File: src/rtl/ddr_cmd_sequencer.sv
// Closed-page DDR4 command scheduler: ACT -> tRCD -> CAS -> CL/CWL -> burst -> PRE -> tRP,
// one transaction at a time, with periodic refresh taking priority over new requests.
module ddr_cmd_sequencer #(
    parameter int T_RCD  = 16,
    parameter int T_RP   = 16,
    parameter int T_RFC  = 313,
    parameter int T_REFI = 7800,
    parameter int CNT_W  = 16
) (
    input  logic       clock_t,
    input  logic       reset_n,
    input  logic       init_done,
    input  logic       req_valid,
    input  logic [1:0] req_rw,
    output logic       req_ready,
    input  logic [7:0] RD_DELAY,
    input  logic [7:0] WR_DELAY,
    input  logic [3:0] BL,
    output logic       act_rdy,
    output logic       cas_rdy,
    output logic       rw_rdy,
    output logic       pre_rdy,
    output logic       refresh_rdy,
    output logic       ref_pending,
    output logic       busy
);

    localparam logic [3:0] S_IDLE  = 4'd0;
    localparam logic [3:0] S_ACT   = 4'd1;
    localparam logic [3:0] S_TRCD  = 4'd2;
    localparam logic [3:0] S_CAS   = 4'd3;
    localparam logic [3:0] S_CLAT  = 4'd4;
    localparam logic [3:0] S_BURST = 4'd5;
    localparam logic [3:0] S_PRE   = 4'd6;
    localparam logic [3:0] S_TRP   = 4'd7;
    localparam logic [3:0] S_REF   = 4'd8;
    localparam logic [3:0] S_TRFC  = 4'd9;

    localparam logic [1:0] RW_NOP   = 2'b00;
    localparam logic [1:0] RW_WRITE = 2'b10;

    localparam logic [CNT_W-1:0] ONE       = CNT_W'(1);
    localparam logic [CNT_W-1:0] RCD_WAIT  = CNT_W'(T_RCD - 1);
    localparam logic [CNT_W-1:0] RP_WAIT   = CNT_W'(T_RP - 1);
    localparam logic [CNT_W-1:0] RFC_WAIT  = CNT_W'(T_RFC - 1);
    localparam logic [CNT_W-1:0] REFI_LOAD = CNT_W'(T_REFI);
    localparam logic [CNT_W-1:0] BURST_BL8 = CNT_W'(4);
    localparam logic [CNT_W-1:0] BURST_BL4 = CNT_W'(2);

    logic [3:0]       state, state_next;
    logic [CNT_W-1:0] cnt, cnt_next;
    logic [CNT_W-1:0] ref_cnt;
    logic [7:0]       lat_delay;
    logic             lat_long;
    logic             accept;
    logic             ref_expire;
    logic             ref_pending_next;
    logic [7:0]       sel_delay;
    logic [CNT_W-1:0] burst_len;

    assign sel_delay        = (req_rw == RW_WRITE) ? WR_DELAY : RD_DELAY;
    assign burst_len        = lat_long ? BURST_BL8 : BURST_BL4;
    assign ref_expire       = init_done && (ref_cnt == ONE);
    // An expiry landing on the REF-issue edge must win, otherwise that refresh is lost.
    assign ref_pending_next = ref_expire || (ref_pending && (state_next != S_REF));

    // Wait states count the cycles remaining including the current one; a zero-length
    // wait skips the wait state entirely.
    always_comb begin
        // NOTE: defaults first so every path assigns every output -- no latches.
        state_next = state;
        cnt_next   = cnt;
        accept     = 1'b0;
        case (state)
            S_IDLE: begin
                if (ref_pending) begin
                    state_next = S_REF;
                end else if (req_valid && req_ready) begin
                    accept = 1'b1;
                    if (req_rw != RW_NOP) state_next = S_ACT;
                end
            end
            S_ACT: begin
                if (T_RCD == 1) begin
                    state_next = S_CAS;
                end else begin
                    state_next = S_TRCD;
                    cnt_next   = RCD_WAIT;
                end
            end
            S_TRCD: begin
                if (cnt == ONE) state_next = S_CAS;
                else            cnt_next   = cnt - ONE;
            end
            S_CAS: begin
                if (lat_delay == 8'd1) begin
                    state_next = S_BURST;
                    cnt_next   = burst_len;
                end else begin
                    state_next = S_CLAT;
                    cnt_next   = CNT_W'(lat_delay - 8'd1);
                end
            end
            S_CLAT: begin
                if (cnt == ONE) begin
                    state_next = S_BURST;
                    cnt_next   = burst_len;
                end else begin
                    cnt_next = cnt - ONE;
                end
            end
            S_BURST: begin
                if (cnt == ONE) state_next = S_PRE;
                else            cnt_next   = cnt - ONE;
            end
            S_PRE: begin
                if (T_RP == 1) begin
                    state_next = S_IDLE;
                end else begin
                    state_next = S_TRP;
                    cnt_next   = RP_WAIT;
                end
            end
            S_TRP: begin
                if (cnt == ONE) state_next = S_IDLE;
                else            cnt_next   = cnt - ONE;
            end
            S_REF: begin
                if (T_RFC == 1) begin
                    state_next = S_IDLE;
                end else begin
                    state_next = S_TRFC;
                    cnt_next   = RFC_WAIT;
                end
            end
            S_TRFC: begin
                if (cnt == ONE) state_next = S_IDLE;
                else            cnt_next   = cnt - ONE;
            end
            default: state_next = S_IDLE;
        endcase
    end

    // Outputs are decoded from the next state and registered, so each strobe is high
    // for exactly the cycle the FSM spends in the matching state.
    always_ff @(posedge clock_t or negedge reset_n) begin
        if (!reset_n) begin
            state       <= S_IDLE;
            cnt         <= '0;
            ref_cnt     <= REFI_LOAD;
            ref_pending <= 1'b0;
            lat_delay   <= 8'd1;
            lat_long    <= 1'b0;
            req_ready   <= 1'b0;
            act_rdy     <= 1'b0;
            cas_rdy     <= 1'b0;
            rw_rdy      <= 1'b0;
            pre_rdy     <= 1'b0;
            refresh_rdy <= 1'b0;
            busy        <= 1'b0;
        end else begin
            // NOTE: non-blocking for all state so every register sees pre-edge values.
            state       <= state_next;
            cnt         <= cnt_next;
            ref_pending <= ref_pending_next;
            if (init_done) ref_cnt <= ref_expire ? REFI_LOAD : (ref_cnt - ONE);
            if (accept) begin
                lat_delay <= (sel_delay == 8'd0) ? 8'd1 : sel_delay;
                lat_long  <= (BL != 4'd4);
            end
            req_ready   <= (state_next == S_IDLE) && init_done && !ref_pending_next;
            act_rdy     <= (state_next == S_ACT);
            cas_rdy     <= (state_next == S_CAS);
            rw_rdy      <= (state_next == S_BURST);
            pre_rdy     <= (state_next == S_PRE);
            refresh_rdy <= (state_next == S_REF);
            busy        <= (state_next != S_IDLE);
        end
    end

endmodule

File: config.mk
export PLATFORM = sky130hd
export DESIGN_NAME = ddr_cmd_sequencer
export DESIGN_NICKNAME = d
export VERILOG_FILES = /design/src/rtl/ddr_cmd_sequencer.sv
export SDC_FILE = /design/constraint.sdc
export NUM_CORES = 1
export LEC_CHECK = 0
export BUFFER_PORTS_ARGS = -buffer_cell sky130_fd_sc_hd__buf_4
export CORE_MARGIN = 8
export CORE_UTILIZATION = 55
export DETAILED_ROUTE_END_ITERATION = 8
export GPL_TIMING_DRIVEN = 1
export PLACE_DENSITY = 0.75
export SKIP_CTS_REPAIR_TIMING = 1
export SYNTH_ARGS = -nofsm -noshare
export SYNTH_HDL_FRONTEND = slang
export SYNTH_SLANG_ARGS = --single-unit
File: constraint.sdc
create_clock -name clock_t -period 3.1 [get_ports clock_t]
set_input_delay 0.155 -clock clock_t [delete_from_list [all_inputs] [get_ports clock_t]]
set_output_delay 0.155 -clock clock_t [all_outputs]
set_load 0.01 [all_outputs]
Yosys cells after proc, flatten, opt, wreduce, memory -nomap -nowiden:

Cells that the tools add are included.

* register bits: 53
* input bits: 26
* output and inout port bits: 8

* add/subtract/negate cells: 3
* equality and inequality tests: 21
* reduce and logical (&&, ||, !) cells: 17
* muxes and demuxes: 20

Operators with widths (count)
* $pmux 16 s5: 1
* $mux 16: 4
* $pmux 4 s9: 1
* $eq 16x1->1 const B: 2
* $sub 16x1->16 const B: 2
* $mux 4: 7
* $eq 4x3->1 const B: 6
* $mux 8: 2
* $eq 4x2->1 const B: 3
* $eq 4x4->1 const B: 3
* $sub 8x1->9 const B: 1
* $eq 4x1->1 const B: 2
* $eq 8x1->1 const B: 1
* $logic_not 4->1: 2
* $logic_not 8->1: 1
* $logic_and 1x1->1: 5
* $reduce_bool 5->1: 1
* $mux 1: 4
* $ne 4x3->1 const B: 1
* $ne 4x4->1 const B: 1
* $reduce_bool 4->1: 1
* $reduce_or 2->1: 2
* $reduce_or 4->1: 1
* $mux 3: 1
* other kinds (6): 6

Depth between registers and ports, before layout:

* depth after elaboration: 10
* gate-level depth with buffers: 10
* mapped depth without buffers: 8

Worst setup path before layout:

No wires, ideal clock.

* path type: reg2reg
* start: register cnt[1]
* end: register cnt[0]
* stages on the path, launching flop included: 10
* setup slack: 1069 ps
* arrival time: 1895 ps
* data required time: 2964 ps
* clock period less this slack: 2031 ps
* library setup time: 136 ps
* path through: dfrtp_1 > inv_1 > ha_1 > nor4b_2 > and4_1 > buf_6 > or3_4 > nand2_1 > a211o_1 > a21boi_1

* cells in the longest elaborated chain, start to end: 3
* elaborated cells between the ends (all ways): 5
* those cells by class: eq/ne (2); mux (2); reduce/logical (1)

RTL lines
* from (decl): RTL line 51 `logic [CNT_W-1:0] cnt, cnt_next;`
* from (signal assigned): RTL line 164 `cnt <= cnt_next;`
* $eq 16x1->1 *
* $mux 16 / $ne 2x2->1 (equally long branches)
* $pmux 16 s5 / $reduce_and 2->1 (equally long branches)

Every way passes the cells marked *; elsewhere a longest branch is shown, timed or not.
A chain may end at the register's enable or synchronous reset.

Final worst setup path:

Same ends and word-level chain as after synthesis.

==> results.yml <==
yosys:
  async_reset_ff_frac: 1.00
  ys_top_cells_by_count: "44 x dfrtp_1, 43 x nand2_1, 42 x nor2_1"
  synth_edf_count: 0
  syn_avg_cell_area_um2: 8.73
  yosysMostFrequentCell: "dfrtp_1"
  syn_inst: 387
  synthFlopType: "dfrtp_1"
  synth_top_area_share: 0.326
  yosys.area.top_type: "dfrtp_1"
  synth_nets: 419
  synth.area.top_cells: "dfrtp_1 33%, dfstp_2 7.0%, nand2_1 4.8%"
  ys_warn_count: 0
  synth.cell_area_um2: 3380
  ys_types: 67
  seq_area_frac_synth: 0.396
  ys_ff_latch: 53
run:
  max_cap_violations: 0
min_path:
  worst_hold_path.num_cells: 2
  hp-class: "primary input to flip-flop"
  worstHoldStart: "init_done"
clock_network:
  clock-root-buffer: "clkbuf_8"
  ctsHtreeMaxLevel: 2
  cts_tree: "yes"
  clk_latency_ps: 310
  clkSinkCount: 53
  cts_buffer_depth: 2
  clk_pin_slew_ps: 100
  cts_buffers: 5
finish:
  n_fill_cell: 498
  seq_area_um2: 1340
  area_delta_synth_final_pct: 11.3
  multi_input_area_um2: 1890
  num_antenna_cells: 0
  drive_above_1_share: 0.155
  fin_nets: 443
floorplanning:
  die_w_um: 94.4
  num_rows: 28
  die-area_um2: 8910
  ios: 34
  die_h_um: 94.4
  start_util: 0.571
  coreArea_um2: 5920
worst_setup_path:
  r2r_cells: 8
  slowest_delay_ps: 450
  worst_r2r_endpoint: "cnt[0]$_DFFE_PN0P_"
  crit_buf_inv: 1
  cpMaxStageDelayCell: "and4_1"
  crit_end: "cnt[0]$_DFFE_PN0P_"
  critical_path_class: "flip-flop to flip-flop"
  cp-end-kind: "flip-flop"
  r2r_slack_ps: 500
  cp-start-kind: "flip-flop"
  cp_top_family: "simple AND/OR/NAND/NOR gates"
  setup.worst_path.start: "cnt[1]$_DFFE_PN0P_"
  path_max_fanout: 14
  cp.arrival_ps: 2770
  r2r_start: "cnt[1]$_DFFE_PN0P_"
  cp_data_required_time_ps: 3270
  cp.depth: 8
  worstPathCellList: "inv_1, ha_1, nor4b_2, and4_1, or3_4, nand2_1, a211o_1, a21boi_1"
sta:
  setup_tns_ps: 0
  hold_viol_final: 0
  rsz0062_at_grt: "false"
  finalSetupViolations: 0
  fin_crit_sh: 0.838
  clock_skew_ps: 10.1
  fmax_ghz: 0.385
  post-route-min-period_ps: 2600
  maxSlewViolCount: 0
  relSlewSlack: 0.328
  worstMarginPinSlew_ps: 1010
grt:
  grt_pass1_vias: 2924
  antenna_found_initial: 0
  grt_pass1_wl_mm: 13.5
  gr-total-overflow: 0
  grt_max_degree: 54
  grt_use_total: 0.187
route:
  antenna_left: 0
  wl_per_cell_um: 16.3
  dr_wl_met2_mm: 3.92
  vias: 2951
  drt_wl_total_mm: 7.95
  drc: 0
  first_pass_iters: 4
  wl_met3_um: 414
  highest_layer: "met4"
  drt_iter0_markers: 199
  avgViaCountPerCell: 6.06
  wl_met1_mm: 3.51
status:
  status: "completed"
place:
  port_buffers: 33
  place_congestion: 0.908
  dpl.hpwl_mm: 5.77
power:
  p_leak_nw: 1.56
  p_total_mw: 1.67
  irDropWorstVdd_mv: 0.393
  power_density_nw_per_um2: 443
## area by class of cell
type,instances,area share
Multi-Input combinational cell,302,0.502
Sequential cell,53,0.356
Timing Repair Buffer,37,0.0746
Tap cell,75,0.0250
Clock buffer,5,0.0183
Clock inverter,3,0.0123
Inverter,12,0.0120
## cells in the final DEF, fill, tap and decap left out, types with 3 or more instances in the layout
master	instances
a22o_1	3
a31oi_1	5
nand2_1	43
or3_1	3
nand4_1	3
nor4_1	10
o21ai_1	11
a21o_1	3
a21oi_1	25
dfstp_2	9
a211oi_1	3
nand3_1	9
buf_4	36
clkbuf_8	5
xor2_1	7
mux2i_1	10
nor2_1	42
o2bb2ai_1	6
nor2b_1	4
nand2b_1	8
dfrtp_1	44
inv_1	12
o21ai_0	13
o22ai_1	7
nor3_1	18
ha_1	6
xnor2_1	13
nor3b_1	3
## report_power, final
part           internal (mW)  switching (mW)
logic                  0.137           0.132
clock network          0.242           0.241
registers              0.822          0.0924
total                   1.20           0.465
## worst min-delay path by stage
| stage | endpoint | slack (ps) |
|---|---|---|
| after global placement | state[1]$_DFF_PN0_ | 230 |
| after global routing | ref_cnt[1]$_DFFE_PN0P_ | 90 |
| after detailed placement | state[3]$_DFF_PN0_ | 240 |
| after floorplan | act_rdy$_DFF_PN0_ | -140 |
| after CTS | state[1]$_DFF_PN0_ | -120 |
| final | ref_cnt[1]$_DFFE_PN0P_ | 90 |
## metal layers
layer,vias up,global-route usage
met5,-,0
met4,0,0.0542
met3,10,0.0357
met2,77,0.316
met1,1405,0.235
li1,1459,-
## stage by stage
step	cell area, µm²	hold slack [ps]	worst slack (ps)	utilization	cells
finish	3760	92.6	502	0.635	487
global route	3760	93.9	271	0.635	487
CTS	3750	-117	517	0.633	486
detailed placement	3630	237	551	0.614	478
global placement	3630	233	614	0.614	478
floorplan	3380	-141	1070	-	387
## sequential cells by signal, summed over array words and instances (netlist names), 4 cells and up
register and flops:
ref_cnt 16, cnt 16, lat_delay 8, state 4
## kinds of logic after synthesis
kind of cell | count (synthesis) | synth area share
muxes | 10 | 0.0296
adders and majority gates | 6 | 0.0222
buffers and inverters | 32 | 0.0456
DFF | 53 | 0.396
xor gates and xnor gates | 20 | 0.0519
and+or+nand+nor | 163 | 0.250
AOI/OAI and AO/OA | 103 | 0.204
Note: power is estimated with default switching activity, not from simulation.
